`src/rtl/qa_driver_dsm_write_sched_if.sv`:
```
// Bundle of requester, AFU/FIU c1 and injected-write signals around the DSM write scheduler.
// master drives the scheduler inputs; slave is the scheduler itself.
interface qa_driver_dsm_write_sched_if #(
    parameter int N_REQ = 4
);
    logic [41:0]         dsm_base;
    logic                dsm_base_valid;
    logic [N_REQ-1:0]    req_valid;
    logic [4*N_REQ-1:0]  req_line;
    logic [64*N_REQ-1:0] req_data;
    logic [N_REQ-1:0]    req_ready;
    logic                afu_wr_valid;
    logic                fiu_alm_full;
    logic                afu_alm_full;
    logic                inj_valid;
    logic [41:0]         inj_addr;
    logic [511:0]        inj_data;
    logic [15:0]         inj_mdata;
    logic [1:0]          wr_rsp_cnt;
    logic [3:0]          outstanding;
    logic                err_underflow;

    modport master (
        output dsm_base, dsm_base_valid, req_valid, req_line, req_data,
               afu_wr_valid, fiu_alm_full, wr_rsp_cnt,
        input  req_ready, afu_alm_full, inj_valid, inj_addr, inj_data,
               inj_mdata, outstanding, err_underflow
    );

    modport slave (
        input  dsm_base, dsm_base_valid, req_valid, req_line, req_data,
               afu_wr_valid, fiu_alm_full, wr_rsp_cnt,
        output req_ready, afu_alm_full, inj_valid, inj_addr, inj_data,
               inj_mdata, outstanding, err_underflow
    );
endinterface

```
`src/rtl/qa_driver_dsm_write_sched.sv`:
```
// Injects driver DSM writes into idle c1 slots, round-robin across requesters,
// tracks writes in flight and throttles the AFU when driver requests starve.
module qa_driver_dsm_write_sched #(
    parameter int          N_REQ           = 4,
    parameter int          STARVE_LIMIT    = 16,
    parameter int          MAX_OUTSTANDING = 8,
    parameter logic [15:0] WRITE_TAG       = 16'h0000
) (
    input logic clk,
    input logic reset_n,
    qa_driver_dsm_write_sched_if.slave bus
);
    localparam int         PW         = $clog2(N_REQ);
    localparam logic [3:0] MAX_OUT    = 4'(MAX_OUTSTANDING);
    localparam logic [7:0] STARVE_MAX = 8'(STARVE_LIMIT);

    logic [PW-1:0] rr_ptr;
    logic [3:0]    outstanding;
    logic [7:0]    starve_cnt;
    logic          throttle;
    logic          err_underflow;

    logic          room;
    logic          can_inj;
    logic          any_req;
    logic          grant;
    logic          blocked;
    logic [PW-1:0] gnt_idx;
    logic [PW-1:0] rr_nxt;
    logic [3:0]    sel_line;
    logic [63:0]   sel_data;
    logic [4:0]    out_sum;
    logic [4:0]    rsp_ext;
    logic          underflow;
    logic [3:0]    out_nxt;
    logic [7:0]    starve_nxt;
    logic          throttle_nxt;

    assign room    = outstanding < MAX_OUT;
    // Outputs are gated with reset_n so nothing is injected while reset is held.
    assign can_inj = reset_n & bus.dsm_base_valid & ~bus.fiu_alm_full & ~bus.afu_wr_valid & room;
    assign grant   = can_inj & any_req;
    assign blocked = any_req & bus.dsm_base_valid & ~bus.fiu_alm_full & room & bus.afu_wr_valid;

    // Two passes: indices at/after rr_ptr first, then wrap to those below it.
    always_comb begin
        any_req = 1'b0;
        gnt_idx = '0;
        for (int i = 0; i < N_REQ; i++) begin
            if (!any_req && bus.req_valid[i] && i >= int'(rr_ptr)) begin
                any_req = 1'b1;
                gnt_idx = PW'(i);
            end
        end
        for (int i = 0; i < N_REQ; i++) begin
            if (!any_req && bus.req_valid[i] && i < int'(rr_ptr)) begin
                any_req = 1'b1;
                gnt_idx = PW'(i);
            end
        end
    end

    always_comb begin
        sel_line = '0;
        sel_data = '0;
        for (int i = 0; i < N_REQ; i++) begin
            if (gnt_idx == PW'(i)) begin
                sel_line = bus.req_line[i*4 +: 4];
                sel_data = bus.req_data[i*64 +: 64];
            end
        end
    end

    assign rr_nxt = (gnt_idx == PW'(N_REQ-1)) ? '0 : gnt_idx + 1'b1;

    assign out_sum   = {1'b0, outstanding} + {4'b0, grant};
    assign rsp_ext   = {3'b0, bus.wr_rsp_cnt};
    assign underflow = rsp_ext > out_sum;
    assign out_nxt   = underflow ? 4'd0 : 4'(out_sum - rsp_ext);

    always_comb begin
        starve_nxt   = starve_cnt;
        throttle_nxt = throttle;
        if (!bus.dsm_base_valid || grant) begin
            starve_nxt   = '0;
            throttle_nxt = 1'b0;
        end else begin
            if (blocked && starve_cnt < STARVE_MAX) begin
                starve_nxt = starve_cnt + 8'd1;
            end
            if (starve_nxt == STARVE_MAX) begin
                throttle_nxt = 1'b1;
            end
        end
    end

    always_ff @(posedge clk) begin
        if (!reset_n) begin
            rr_ptr        <= '0;
            outstanding   <= '0;
            starve_cnt    <= '0;
            throttle      <= 1'b0;
            err_underflow <= 1'b0;
        end else begin
            if (grant) begin
                rr_ptr <= rr_nxt;
            end
            outstanding   <= out_nxt;
            starve_cnt    <= starve_nxt;
            throttle      <= throttle_nxt;
            err_underflow <= err_underflow | underflow;
        end
    end

    assign bus.inj_valid     = grant;
    assign bus.req_ready     = grant ? (N_REQ'(1) << gnt_idx) : '0;
    assign bus.inj_addr      = bus.dsm_base + {38'b0, sel_line};
    assign bus.inj_data      = {447'b0, 1'b1, sel_data};
    assign bus.inj_mdata     = WRITE_TAG;
    assign bus.afu_alm_full  = bus.fiu_alm_full | (throttle & reset_n);
    assign bus.outstanding   = outstanding;
    assign bus.err_underflow = err_underflow;
endmodule

```
`src/flat_wrapper.sv`:
```
// flat-port wrapper written by rule: the top's interface ports become plain ports
module qa_driver_dsm_write_sched_flat 
#(
    parameter int          N_REQ           = 4,
    parameter int          STARVE_LIMIT    = 16,
    parameter int          MAX_OUTSTANDING = 8,
    parameter logic [15:0] WRITE_TAG       = 16'h0000
)
  (clk, reset_n, bus_dsm_base, bus_dsm_base_valid, bus_req_valid, bus_req_line, bus_req_data, bus_afu_wr_valid, bus_fiu_alm_full, bus_wr_rsp_cnt, bus_req_ready, bus_afu_alm_full, bus_inj_valid, bus_inj_addr, bus_inj_data, bus_inj_mdata, bus_outstanding, bus_err_underflow);
  qa_driver_dsm_write_sched_if #(.N_REQ(N_REQ)) bus_i ();
  input logic clk;
  input logic reset_n;
  input wire logic [$bits(bus_i.dsm_base)-1:0] bus_dsm_base;
  input wire logic [$bits(bus_i.dsm_base_valid)-1:0] bus_dsm_base_valid;
  input wire logic [$bits(bus_i.req_valid)-1:0] bus_req_valid;
  input wire logic [$bits(bus_i.req_line)-1:0] bus_req_line;
  input wire logic [$bits(bus_i.req_data)-1:0] bus_req_data;
  input wire logic [$bits(bus_i.afu_wr_valid)-1:0] bus_afu_wr_valid;
  input wire logic [$bits(bus_i.fiu_alm_full)-1:0] bus_fiu_alm_full;
  input wire logic [$bits(bus_i.wr_rsp_cnt)-1:0] bus_wr_rsp_cnt;
  output wire logic [$bits(bus_i.req_ready)-1:0] bus_req_ready;
  output wire logic [$bits(bus_i.afu_alm_full)-1:0] bus_afu_alm_full;
  output wire logic [$bits(bus_i.inj_valid)-1:0] bus_inj_valid;
  output wire logic [$bits(bus_i.inj_addr)-1:0] bus_inj_addr;
  output wire logic [$bits(bus_i.inj_data)-1:0] bus_inj_data;
  output wire logic [$bits(bus_i.inj_mdata)-1:0] bus_inj_mdata;
  output wire logic [$bits(bus_i.outstanding)-1:0] bus_outstanding;
  output wire logic [$bits(bus_i.err_underflow)-1:0] bus_err_underflow;
  assign bus_i.dsm_base = bus_dsm_base;
  assign bus_i.dsm_base_valid = bus_dsm_base_valid;
  assign bus_i.req_valid = bus_req_valid;
  assign bus_i.req_line = bus_req_line;
  assign bus_i.req_data = bus_req_data;
  assign bus_i.afu_wr_valid = bus_afu_wr_valid;
  assign bus_i.fiu_alm_full = bus_fiu_alm_full;
  assign bus_i.wr_rsp_cnt = bus_wr_rsp_cnt;
  assign bus_req_ready = bus_i.req_ready;
  assign bus_afu_alm_full = bus_i.afu_alm_full;
  assign bus_inj_valid = bus_i.inj_valid;
  assign bus_inj_addr = bus_i.inj_addr;
  assign bus_inj_data = bus_i.inj_data;
  assign bus_inj_mdata = bus_i.inj_mdata;
  assign bus_outstanding = bus_i.outstanding;
  assign bus_err_underflow = bus_i.err_underflow;
  qa_driver_dsm_write_sched #(.N_REQ(N_REQ), .STARVE_LIMIT(STARVE_LIMIT), .MAX_OUTSTANDING(MAX_OUTSTANDING), .WRITE_TAG(WRITE_TAG)) u_core (.clk(clk), .reset_n(reset_n), .bus(bus_i));
endmodule
```
`config.mk`:
```
export PLATFORM = sky130hd
export DESIGN_NAME = qa_driver_dsm_write_sched_flat
export DESIGN_NICKNAME = d
export VERILOG_FILES = /design/src/rtl/qa_driver_dsm_write_sched_if.sv /design/src/rtl/qa_driver_dsm_write_sched.sv /design/src/flat_wrapper.sv
export SDC_FILE = /design/constraint.sdc
export NUM_CORES = 1
export LEC_CHECK = 0
export CORE_AREA = 2 2 352 354
export DETAILED_ROUTE_END_ITERATION = 8
export DIE_AREA = 0 0 354 356
export GPL_TIMING_DRIVEN = 1
export SLEW_MARGIN = 10
export SYNTH_ARGS = -nofsm -noshare
export SYNTH_HDL_FRONTEND = slang
export SYNTH_SLANG_ARGS = --single-unit
export TNS_END_PERCENT = 20
```
`constraint.sdc`:
```
create_clock -name clk -period 4.8 [get_ports clk]
set_input_delay 0.96 -clock clk [delete_from_list [all_inputs] [get_ports clk]]
set_output_delay 0.96 -clock clk [all_outputs]
set_load 0.03 [all_outputs]
```
==> results of run 1 <==
[through the flow]
stage          util [%]  cell area [um2]
6_report           11.5            14100
5_1_grt            11.5            14100
4_1_cts            11.4            14000
3_5_place_dp       11.1            13600
3_3_place_gp       11.1            13600
2_1_floorplan         -             9280
[critical path, stage by stage]
cell	delay, ns
buf_8	0.11
a21oi_4	0.10
o21a_1	0.15
o22a_1	0.18
inv_2	0.06
buf_6	0.12
ha_4	0.18
nand3b_1	0.18
a21oi_2	0.14
a21oi_1	0.05
o21ai_1	0.12
ha_2	0.20
inv_2	0.04
fa_2	0.38
nor2b_2	0.16
o31a_1	0.30
and4_4	0.29
nand4_1	0.22
xnor2_4	0.20
buf_6	0.15
[layout by cell type (no fill, tap or decap), types with 4 or more instances in the layout]
cell	netlist	routed
and2_1	6	5
nand3_1	14	11
buf_12	0	98
nand2_1	93	88
o21ai_0	6	4
buf_6	0	12
nor2_1	91	87
dfxtp_1	16	16
nand3_2	1	4
a22oi_1	64	64
ha_4	0	4
nor3_2	11	5
a21oi_1	82	78
xnor2_2	0	16
xor2_1	18	8
nand4_1	10	10
clkdlybuf4s50_1	0	329
nor2b_1	6	4
xnor2_1	28	9
ha_1	15	9
diode_2	0	4
conb_1	2	464
xor2_2	0	10
buf_4	464	78
nor3_4	0	7
inv_1	19	17
nand3b_1	5	5
o21ai_1	62	61
and3_1	6	6
[Yosys cell counts (2+ instances only)]
cell type  number  area, um2
buf_4         464       3480
nand2_1        93        349
nor2_1         91        342
a21oi_1        82        410
a22oi_1        64        480
o21ai_1        62        310
clkbuf_1       38        143
xnor2_1        28        245
inv_1          19       71.3
xor2_1         18        158
dfxtp_1        16        320
ha_1           15        188
nand3_1        14       70.1
nor3_2         11        110
nand4_1        10       62.6
and2_1          6       37.5
and3_1          6       37.5
buf_1           6       22.5
nor2b_1         6       37.5
o21ai_0         6       30.0
nand3b_1        5       37.5
mux2i_1         3       30.0
nand2b_1        3       18.8
nor3_1          3       15.0
o21a_1          3       22.5
a21o_1          2       15.0
a31oi_1         2       12.5
and4_1          2       17.5
buf_2           2       10.0
conb_1          2       7.51
fa_1            2       40.0
nor3b_1         2       15.0
nor4_1          2       12.5
o21bai_1        2       15.0
[registers in the layout (all words and copies together) (netlist names)]
name,count
u_core.bus.err_underflow,1
u_core.bus.outstanding,4
u_core.rr_ptr,2
u_core.starve_cnt,8
u_core.throttle,1
[layer usage]
layer / wire length, um / share of wire (%)
met5: 105 / 0.21
met1: 18600 / 37
met4: 595 / 1.2
met3: 7530 / 15
met2: 23200 / 46
[where the power goes]
group / switching, mW / internal, mW / leakage [nW]
logic: 1.54 / 1.01 / 5.66
registers: 0.0186 / 0.151 / 0.130
clock network: 0.0659 / 0.127 / 0.0442
[kinds of logic (layout without fill, tap and decap cells)]
logic type	Yosys count	in the layout	share of synthesized area, %
XOR/XNOR	46	46	5.48
buffers and inverters	530	544	50.8
adder cells (fa/ha/maj)	17	17	3.10
AND/OR/NAND/NOR	260	260	16.9
flip-flops	16	16	4.36
other	2	468	0.102
multiplexers	3	3	0.408
AO/OA/AOI/OAI	233	233	18.8
[what timing repair did]
action | CTS | global route
hold endpoints to repair | 0 | 0
gates resized for setup | 74 | 15
pin swaps | 22 | 10
setup buffers | 7 | 3
endpoints found under the setup margin | 105 | 44
[how the worst min path moves through the flow]
stage / from / end / cells past startpoint
2_1_floorplan: u_core.starve_cnt[5]$_SDFF_PP0_ / u_core.starve_cnt[5]$_SDFF_PP0_ / 2
3_3_place_gp: u_core.starve_cnt[5]$_SDFF_PP0_ / u_core.starve_cnt[5]$_SDFF_PP0_ / 2
3_5_place_dp: u_core.starve_cnt[6]$_SDFF_PP0_ / u_core.starve_cnt[6]$_SDFF_PP0_ / 2
4_1_cts: u_core.starve_cnt[6]$_SDFF_PP0_ / u_core.starve_cnt[6]$_SDFF_PP0_ / 2
5_1_grt: u_core.starve_cnt[7]$_SDFF_PP0_ / u_core.starve_cnt[7]$_SDFF_PP0_ / 2
6_report: u_core.starve_cnt[6]$_SDFF_PP0_ / u_core.starve_cnt[6]$_SDFF_PP0_ / 2
[cell type report]
cell class                      instances  area (um2)
Timing Repair Buffer                  520        6010
Inverter                               20        75.1
Antenna cell                            4        10.0
Fill cell                           14100      109000
Sequential cell                        16         320
Multi-Input combinational cell       1023        5530
Tap cell                             1637        2050
Clock buffer                            4        88.8
==> results.md, run 1 <==
- Worst slew pin tran: around 0.91 ns
- Number of synthesized register bits: 16
- Total global routing overflow: 0
- Synth-to-layout area growth: 91.5%
- Die height: 356 um
- Gr usage total: roughly 7.3%
- Vias in the first global route: 6,693
- Status: finished, violations left
- Largest net degree at the start of global routing: 55
- Post-DR vias/cell: 2.45
- EDFF count, synth: 0
- Syn Area/Cell: 6.64 um2
- Share of layout cells above drive strength 1: between 15 and 20%
- Asr flop ratio synth: 0%
- Initial Util: about 6.0%
- Final WS setup: -0.454 ns
- Global-route layer with the greatest usage: met2
- Arrival @ worst endpoint: 4.29 ns
- Met1 usage: 8.49%
- Skew-Pair Late Insertion Delay: approximately 0.26 ns
- CP Data Required Time: about 3.8 ns
- IO buf count: between 400 and 500
- Setup crit start: bus_req_valid[0]
- Area of the mapped netlist: 7350 um2
- WL final: ~50 mm
- Pwr/cell area: 207 nW/um2
- RD Place Congestion: about 0.85
- Hold WC Path Type: flop to flop
- Max-cap violations: 0
- Worst reg-to-reg path cell count: 11
- Max-slew violations: 0
- Setup CP Type: input port to output port
- Worst R2R Start: u_core.bus.outstanding[3]$_SDFF_PP0_
- CTS H-tree depth: 1
- Final std cells w/o fill: between 3,000 and 4,000
- WL/cell: 15.5 um
- Dpl cells: 3,207
- Die width: between 300 and 400 um
- Antenna violations before repair: 21
- DRT iter0 DRCs: between 400 and 500
- Io pins: approximately 910
- Reg clk slew, reported paths: around 0.05 ns
- DRC Markers: 0
- Final Hold Viols: 0
- Violated checks: negative setup slack
- TritonCTS Buffers: 3
- DR vias: 7,893
- Dpl hpwl: 46.0 mm
- Fmax: about 190 MHz
- First-pass GRT wire length: around 61 mm
- Clock Skews: approximately 0.0095 ns
- FF-to-FF setup slack: around 1.8 ns
- # rows: around 130
- Register area share after synthesis: 4.36%
- Crit path time final: between 5 and 6 ns
- Clk sink count: 16
- Ys flop type: dfxtp_1
- CORE AREA: 123,000 um2
- Total Power: 2.92 mW
- Final setup viols: 36
- CTS root buf: clkbuf_16
- Startpoint Class: input port
- Max FO, Critical Path: 6
- CTS Hold Buffers Added: 0
- M2 GR Usage: a little under an eighth
- Die area: between 100,000 and 150,000 um2
- Netlist cell types: 51
- YS warnings: 0
- Reg-to-reg critical path endpoint: u_core.bus.outstanding[3]$_SDFF_PP0_
- Maximum clock path buffer count: 2
- Cells after synthesis: between 1,000 and 1,500
- Layout Nets: 1,926
- CP endpoint: bus_inj_addr[30]
- Met3 Usage GRT: under 10%
- IR drop worst, VDD: ~0.16 mV
- Post-DRT Antenna Nets: 0
- Unrepaired setup endpoints after global routing: true
- Critical Path Sink Type: output port
- Setup TNS: -8.87 ns
- Pleak: 5.83 nW
- Smallest hold slack: between 0.4 and 0.5 ns
- Tcrit/Tclk final: 109%
- CTS tree: done
- Worst slew margin: 38.9%
- Post-Place Worst Slack: -1.02 ns
- DR pass1 iterations: 4
Power figures use the tool's default switching activity.
==> run 2, diff against run 1 <==
--- a/config.mk
+++ b/config.mk
@@ -5,9 +5,10 @@
 export SDC_FILE = /design/constraint.sdc
 export NUM_CORES = 1
 export LEC_CHECK = 0
-export CORE_AREA = 2 2 352 354
+export CORE_AREA = 5 5 345 347
+export CTS_CLUSTER_DIAMETER = 200
 export DETAILED_ROUTE_END_ITERATION = 8
-export DIE_AREA = 0 0 354 356
+export DIE_AREA = 0 0 350 352
 export GPL_TIMING_DRIVEN = 1
 export SLEW_MARGIN = 10
 export SYNTH_ARGS = -nofsm -noshare
==> results.md, run 2 (synthesis gave the netlist of run 1 again) <==
- Status: finished, violations left (unchanged)
- Violated checks: negative setup slack (unchanged)
- CTS H-tree depth: 1 (unchanged)
- Total global routing overflow: 0 (unchanged)
- Die area: 123,000 um2 (was 126,000 um2)
- Final setup viols: 37 (was 36)
- DR pass1 iterations: 5 (was 4)
- WL final: 53.5 mm (was 50.0 mm)
- Unrepaired setup endpoints after global routing: true (unchanged)
- Net switching fraction of the power: 55.9% (was 55.8%)
- Die width: 350 um (was 354 um)
- Max-slew violations: 0 (unchanged)
- Dpl hpwl: 49.3 mm (was 46.0 mm)
- Clk sink count: 16 (unchanged)
- CTS tree: done (unchanged)
- Dpl cells: 3,099 (was 3,207)
- CORE AREA: 116,000 um2 (was 123,000 um2)
- Leading cell type in the layout, fill and taps excluded: conb_1 (unchanged)
- CTS root buf: clkbuf_16 (unchanged)
- Setup TNS: -7.99 ns (was -8.87 ns)
- Buf/Inv on CP: 6 (was 5)
- WL/cell: 17.2 um (was 15.5 um)
- Critical Path Sink Type: output port (unchanged)
- FF-to-FF setup slack: 2.00 ns (was 1.76 ns)
- Largest register FFs: 8 (unchanged)
- FF/Latch Area: 320 um2 (unchanged)
- CP dominant cell by count: buf_12
- RD Place Congestion: 0.916 (was 0.845)
- Crit path time final: 5.16 ns (was 5.25 ns)
- Gr usage total: 8.02% (was 7.30%)
- TritonCTS Buffers: 3 (unchanged)
- DRT iter0 DRCs: 506 (was 466)
- Vias in the first global route: 7,333 (was 6,693)
- Reg power frac: 5.9% (was 5.8%)
- Pleak: 5.85 nW (was 5.83 nW)
- Max FO, Critical Path: 7 (was 6)
- Total Power: 2.89 mW (was 2.92 mW)
- DR vias: 7,961 (was 7,893)
- Biggest register: u_core.starve_cnt (unchanged)
- Largest net degree at the start of global routing: 81 (was 55)
- Top Registers: u_core.starve_cnt (8), u_core.bus.outstanding (4), u_core.rr_ptr (2) (unchanged)
- Io pins: 906 (unchanged)
- Max-cap violations: 0 (unchanged)
- Worst slew margin: 45.8% (was 38.9%)
- Skew-Pair Late Insertion Delay: 0.27 ns (was 0.26 ns)
- Pwr/cell area: 207 nW/um2 (about the same)
- Antenna violations before repair: 26 (was 21)
- Hold WC Path Type: flop to flop (unchanged)
- Cell family with most CP delay: simple AND/OR/NAND/NOR gates (was compound AO/OA/AOI/OAI gates)
- CP Data Required Time: 3.84 ns (about the same)
- Setup CP Type: input port to output port (unchanged)
- Critical Path Max Stage Delay: 0.35 ns (was 0.38 ns)
- Maximum clock path buffer count: 2 (unchanged)
- Fillers: 13,200 (was 14,100)
- Slowest-stage cell, CP: fa_2 (unchanged)
- IO buf count: 441 (unchanged)
- Die height: 352 um (was 356 um)
- Final std cells w/o fill: 3,115 (was 3,224)
- Final WS setup: -0.357 ns (was -0.454 ns)
- Commonest cells after routing, fill and taps aside: conb_1 (464), clkdlybuf4s50_1 (328), buf_12 (86) (was conb_1 (464), clkdlybuf4s50_1 (329), buf_12 (98))
- Layout Nets: 1,929 (was 1,926)
- Reg clk slew, reported paths: 0.05 ns (about the same)
- IR drop worst, VDD: 0.0938 mV (was 0.161 mV)
- Share of layout cells above drive strength 1: 18.0% (was 17.6%)
- Arrival @ worst endpoint: 4.20 ns (was 4.29 ns)
- Cells along the critical path: buf_8 > nand2_2 > a21oi_4 > nor3_4 > buf_12 > buf_12 > ha_4 > nand3b_1 > a21oi_2 > a21oi_1 > o21ai_1 > ha_2 > inv_2 > fa_2 > nor2b_2 > o31a_1 > buf_12 > and4_4 > nand4_1 > xnor2_4 > buf_6 (was buf_8 > a21oi_4 > o21a_1 > o22a_1 > inv_2 > buf_6 > ha_4 > nand3b_1 > a21oi_2 > a21oi_1 > o21ai_1 > ha_2 > inv_2 > fa_2 > nor2b_2 > o31a_1 > and4_4 > nand4_1 > xnor2_4 > buf_6)
- Fmax: 194 MHz (was 190 MHz)
- First-pass GRT wire length: 66.7 mm (was 61.2 mm)
- Multi-input logic area: 5590 um2 (was 5530 um2)
- Clock Skews: 0.0202 ns (was 0.00950 ns)
- # rows: 125 (was 129)
- Startpoint Class: input port (unchanged)
- DRC Markers: 0 (unchanged)
- NetSw: 1.62 mW (was 1.63 mW)
- Worst slew pin tran: 0.813 ns (was 0.908 ns)
- Synth-to-layout area growth: 90.0% (was 91.5%)
- P_int: 1.28 mW (was 1.29 mW)
- Initial Util: 6.36% (was 5.99%)
- Clock network power share: 7.0% (was 6.6%)
- Post-DRT Antenna Nets: 0 (unchanged)
- Placed Area: 13,300 um2 (was 13,600 um2)
- Tcrit/Tclk final: 107% (was 109%)
- Final Hold Viols: 0 (unchanged)
- Final instance area: 14,000 um2 (was 14,100 um2)
- Combinational share of power: 87.1% (was 87.6%)
- Post-DR vias/cell: 2.56 (was 2.45)
-- run 2: cell count changes in the layout (fill, tap and decap cells not counted), moves of 3 or more --
cell and change:
a21oi_2 +3, nand2_1 -4, nand3_2 -4, nand3_4 +3, buf_12 -12, xnor2_2 -6
buf_6 +9, buf_4 +4, xnor2_1 +3, o21ai_2 -3, xnor2_4 +3, nand2_2 +4
-- run 2: area by class of cell --
class,instances,share of cell area (%)
inverters,20,0.555
flip-flops and latches,16,2.29
multi-input cells,1023,40.0
clock buffers,4,0.636
diodes,5,0.0896
well taps,1524,13.7
repair buffers,523,42.8
-- run 2: worst paths after layout --
check | startpoint | endpoint | cells after the start
setup / recovery | bus_req_valid[0] | bus_inj_addr[30] | 21
hold / removal | u_core.starve_cnt[6]$_SDFF_PP0_ | u_core.starve_cnt[6]$_SDFF_PP0_ | 2
setup reg to reg | u_core.bus.outstanding[3]$_SDFF_PP0_ | u_core.bus.outstanding[3]$_SDFF_PP0_ | 11
hold reg to reg | u_core.starve_cnt[6]$_SDFF_PP0_ | u_core.starve_cnt[6]$_SDFF_PP0_ | 2
-- run 2: power groups by stage --
stage	clock network [mW]	logic, mW	registers [mW]
final	0.202	2.52	0.170
after global routing	0.212	2.72	0.174
after CTS	0.205	2.58	0.170
after detailed placement	0	2.52	0.173
after global placement	0	2.52	0.173
after floorplan	0	1.45	0.200
-- run 2: worst reg2reg max path, cell delays in order (launching register included) --
cell      delay (ns)
dfxtp_1         0.35
nor2_1          0.14
nand2b_1        0.10
nor3_2          0.50
ha_1            0.32
ha_1            0.26
ha_1            0.31
a21oi_1         0.14
o221ai_1        0.13
a21oi_1         0.17
nand2b_1        0.21
nor2_1          0.07
-- run 2: timing repair --
action,4_1_cts,5_1_grt
pin swaps,32,20
hold buffers,0,0
setup buffers,9,2
endpoints found under the setup margin,105,40
gates resized for setup,102,19
-- run 2: metal layers --
layer  up-vias  global-route usage, %  share of wire, %
met1      3610                   9.43                39
met3        44                   4.69                15
met4         8                  0.514              0.79
met5         -                      0             0.095
li1       3699                      -                 -
met2       600                   13.2                46
-- run 2: stage by stage --
step	setup WS (ns)	hold WS, ns	util, %
detailed placement	-0.984	0.419	11.5
finish	-0.357	0.430	12.1
CTS	-0.339	0.427	12.0
global placement	-0.926	0.415	11.5
floorplan	-0.207	0.408	-
global route	-0.549	0.450	12.1
